**src/rtl/sorter_pkg.sv**
```systemverilog
`default_nettype none
// ============================================================================
// Module      : sorter_pkg
// Description : Shared defaults and drain/load state encoding for the sorter.
// Revision    : 1.0
// ============================================================================
package sorter_pkg;

    localparam int WIDTH       = 16;
    localparam int NUM_OUTPUTS = 16;
    localparam int IDX_W       = $clog2(NUM_OUTPUTS);

    // Also reused by the sorter-side load controller.
    typedef enum logic [1:0] {
        IDLE = 2'd0,
        SEND = 2'd1,
        DONE = 2'd2
    } state_t;

endpackage
`default_nettype wire

```
**src/rtl/sorted_reader.sv**
```systemverilog
`default_nettype none
// ============================================================================
// Module      : sorted_reader
// Description : Serialises the first k entries of a sorted vector, nearest
//               first, over a valid/ready stream with index and last flags.
// Revision    : 1.0
// ============================================================================
module sorted_reader #(
    parameter int WIDTH       = sorter_pkg::WIDTH,
    parameter int NUM_OUTPUTS = sorter_pkg::NUM_OUTPUTS,
    parameter int IDX_W       = sorter_pkg::IDX_W
) (
    input  logic                         clk,
    input  logic                         rst,
    input  logic                         load,
    input  logic [NUM_OUTPUTS*WIDTH-1:0] d_in,
    input  logic [IDX_W:0]               k,
    input  logic                         out_ready,
    output logic                         out_valid,
    output logic [WIDTH-1:0]             out_data,
    output logic [IDX_W-1:0]             out_idx,
    output logic                         out_last,
    output logic                         busy,
    output logic                         done
);

    import sorter_pkg::*;

    localparam logic [IDX_W:0]   c_max_k   = (IDX_W+1)'(NUM_OUTPUTS);
    localparam logic [IDX_W:0]   c_rem_one = (IDX_W+1)'(1);
    localparam logic [IDX_W-1:0] c_idx_one = IDX_W'(1);

    state_t                         r_state;
    state_t                         w_next;
    logic [NUM_OUTPUTS*WIDTH-1:0]   r_buf;
    logic [IDX_W:0]                 r_remaining;
    logic [IDX_W-1:0]               r_idx;
    logic [IDX_W:0]                 w_k_clamped;
    logic                           w_capture;
    logic                           w_xfer;

    assign w_k_clamped = (k > c_max_k) ? c_max_k : k;

    always_ff @(posedge clk) begin
        if (rst) begin
            r_state <= IDLE;
        end else begin
            r_state <= w_next;
        end
    end

    always_comb begin
        w_next    = r_state;
        w_capture = 1'b0;
        w_xfer    = 1'b0;
        case (r_state)
            SEND: begin
                if (out_ready) begin
                    w_xfer = 1'b1;
                    if (r_remaining == c_rem_one) begin
                        w_next = DONE;
                    end
                end
            end
            // IDLE and DONE both accept a new burst; DONE otherwise falls to IDLE.
            default: begin
                w_next = IDLE;
                if (load) begin
                    w_capture = 1'b1;
                    w_next    = (w_k_clamped != '0) ? SEND : DONE;
                end
            end
        endcase
    end

    always_ff @(posedge clk) begin
        if (rst) begin
            r_buf       <= '0;
            r_remaining <= '0;
            r_idx       <= '0;
        end else if (w_capture) begin
            r_buf       <= d_in;
            r_remaining <= w_k_clamped;
            r_idx       <= '0;
        end else if (w_xfer) begin
            r_buf       <= {{WIDTH{1'b0}}, r_buf[NUM_OUTPUTS*WIDTH-1:WIDTH]};
            r_remaining <= r_remaining - c_rem_one;
            r_idx       <= r_idx + c_idx_one;
        end
    end

    assign out_valid = (r_state == SEND);
    assign busy      = (r_state == SEND);
    assign done      = (r_state == DONE);
    assign out_data  = r_buf[WIDTH-1:0];
    assign out_idx   = r_idx;
    assign out_last  = (r_remaining == c_rem_one);

endmodule
`default_nettype wire

```
**config.mk**
```make
export PLATFORM = sky130hd
export DESIGN_NAME = sorted_reader
export DESIGN_NICKNAME = d
export VERILOG_FILES = /design/src/rtl/sorter_pkg.sv /design/src/rtl/sorted_reader.sv
export SDC_FILE = /design/constraint.sdc
export NUM_CORES = 1
export LEC_CHECK = 0
export BUFFER_PORTS_ARGS = -buffer_cell sky130_fd_sc_hd__buf_4
export CAP_MARGIN = 20
export CORE_UTILIZATION = 52
export DETAILED_ROUTE_END_ITERATION = 16
export GPL_ROUTABILITY_DRIVEN = 0
export PLACE_DENSITY = 0.79
export SETUP_SLACK_MARGIN = 0.5
export SYNTH_ARGS = -nofsm -noshare
export SYNTH_HDL_FRONTEND = slang
export SYNTH_SLANG_ARGS = --single-unit
export TNS_END_PERCENT = 5
```
**constraint.sdc**
```tcl
create_clock -name clk -period 1.76 [get_ports clk]
set_input_delay 0.264 -clock clk [delete_from_list [all_inputs] [get_ports clk]]
set_output_delay 0.264 -clock clk [all_outputs]
set_load 0.01 [all_outputs]
```
==> run metrics <==
Worst Setup SP=r_state[0]; die area=between 20000 and 25000 µm²; vias in the first global route=10300; Nets=between 1500 and 2000; Global Route Usage Sum=32.9%; number of DRC markers in iteration 0=about 1100; # setup viols final=21; Post-synth EDFFs=0; Synth cell types=31; Hold Path Class=in2reg; num rows=51; PwrDens=around 940 nW/µm²; outcome=finished with violations; period utilization=104%; share of layout cells above drive strength 1=51.7%; fin cells=1771; post-synthesis cell area=10500 µm²; Detail Route Antenna Nets=0; Port Buffer Count=288; worst-skew pair later-pin latency=roughly 0.54 ns; slack of the critical path=-0.0655 ns; Max-Cap Viols=0; dominant cells by area after synthesis=dfxtp_1, a22oi_1, a21oi_1; sequential fraction of the synthesis area=50.9%; TritonCTS Buffers=28; GRT overflow=0; WL/cell=23.9 µm; Yosys reg bits=267; clock skew=between 0.015 and 0.02 ns; maximum buffer depth of the clock tree=3; hold slack=-0.000166 ns; Placed Instance Area=12900 µm²; H-tree levels=1; io pins=289; Crit Path Max Fanout=7; synth warn=0; clk slew on worst S/H paths=0.07 ns; clk root buf=clkbuf_16; Max Freq=548 MHz; Core ar.=19600 µm²; Slew Viols, Final=0; Util after Layout=between 80% and 90%; final WL=42400 µm; Fin Setup TNS=-0.390 ns; Die W=144 µm; Required @ worst endpoint=2.22 ns; max_slew headroom=69.0%; ANT cells=0; Commonest cells post-synth=dfxtp_1, a22oi_1, nand2_1; Slew @ Worst Pin=0.465 ns; unrepaired setup endpoints after global routing=yes; Pleak=7.04 nW; Final Hold Vio Count=1; largest net degree at the start of global routing=72; crit path kind=reg2reg; Final min period=1.83 ns; initial antenna violation count=0; Starting Density=a little over half; post-route cell area=around 17000 µm²; Vias=11400; DRC=0; Post-synth ARST share=0%; first-pass GRT wire length=53100 µm; half-perimeter wire length after placement=20600 µm; top cell type by total area after synthesis=dfxtp_1; count leader, synth=dfxtp_1; Synthesized Nets=1474; Reg2Reg Launch Point=r_state[0]; Area growth syn-to-layout=60.3%; CTS sink count=267; die height=144 µm; crit path DAT=2.28 ns; critical path startpoint category=flop; failing checks=negative hold slack, negative setup slack; maximum vdd drop=0.000818 V; Crit. End Element=flop; Syn Area/Cell=about 8.7 µm²; placed cells=1665; Cells after Synth=1206; CTS tree=yes; Synth Flop Type=dfxtp_1; Synth top area share=50.9%; Via density=between 6 and 7; hold path start=d_in[33]; first drt pass iteration count=6
-- critical path: stages (launching register included) --
cell and delay, ns:
dfxtp_2 0.34, nor2b_4 0.16, buf_6 0.13, mux2i_4 0.28
buf_12 0.18, buf_12 0.16, buf_8 0.12, clkbuf_16 0.17
nand2_4 0.05, a21oi_2 0.16
-- worst paths after layout --
kind,depth (start not counted),slack [ns],to
worst max-delay path,9,-0.07,r_buf[206]
worst min-delay path,3,-0.0002,r_buf[33]
worst max register to register,9,-0.07,r_buf[206]
worst min register to register,2,0.45,r_buf[39]
-- metrics by stage --
step | power (mW) | setup slack [ns]
2_1_floorplan | 7.81 | 0.309
3_3_place_gp | 8.66 | 0.122
3_5_place_dp | 8.71 | 0.0426
4_1_cts | 15.0 | 0.0630
5_1_grt | 16.3 | -0.0997
6_report | 15.9 | -0.0655
-- cell usage in the layout, fill, tap and decap left out, types with 2 or more instances in the layout --
cell             n
a21oi_1         94
a21oi_2        150
a22oi_1        229
a22oi_2         27
buf_12          19
buf_16          25
buf_4          281
buf_6           27
buf_8           11
clkbuf_1         5
clkbuf_16       31
clkbuf_8         9
clkinv_2         4
dfxtp_1        245
dfxtp_2         20
dfxtp_4          2
dlygate4sd3_1   18
ha_4             2
mux2_4           2
nand2_1         96
nand2_2         25
nand2_4        125
nor2_1          20
nor2b_4          3
nor3_1           5
xor2_1           2
-- layout make-up --
class / instances / area (µm²)
Timing Repair Buffer: 385 / 3920
Clock buffer: 42 / 855
Sequential cell: 267 / 5380
Multi-Input combinational cell: 803 / 6260
Tap cell: 265 / 332
Fill cell: 954 / 2770
Clock inverter: 6 / 58.8
Inverter: 3 / 13.8
-- where the power goes --
group          internal (mW)  leakage, nW  switching (mW)
sequential              6.44         2.20           0.394
clock                   3.47        0.455            2.50
combinational           1.53         4.38            1.55
total                   11.4         7.04            4.44
-- routing by layer --
layer | wire length (µm) | global-route usage (%)
met2 | 20700 | 56.3
met5 | 0 | 0
met4 | 2460 | 14.0
met3 | 3900 | 7.12
met1 | 15300 | 39.8
-- flip-flops by register name, indices dropped and copies added, names as in the netlist --
name and cells:
r_state 2, r_remaining 5, out_idx 4, r_buf 256
-- what timing repair did --
| action | 4_1_cts | 5_1_grt |
|---|---|---|
| gates cloned | 18 | 2 |
| hold endpoints to repair | 18 | 0 |
| hold buffers | 18 | 0 |
| setup endpoints to repair | 279 | 290 |
| pin swaps | 22 | 273 |
| setup buffers | 16 | 4 |
| resized for setup | 60 | 513 |
-- cell families (layout without fill, tap and decap cells) --
family	Yosys count	count (layout)	share of synthesized area (%)
adder cells (fa/ha/maj)	3	3	0.358
AO/OA/AOI/OAI	509	509	30.6
XOR/XNOR	4	4	0.334
AND/OR/NAND/NOR	283	283	10.5
flip-flops	267	267	50.9
buffers and inverters	136	436	6.70
multiplexers	4	4	0.525
Power figures use the tool's default switching activity.
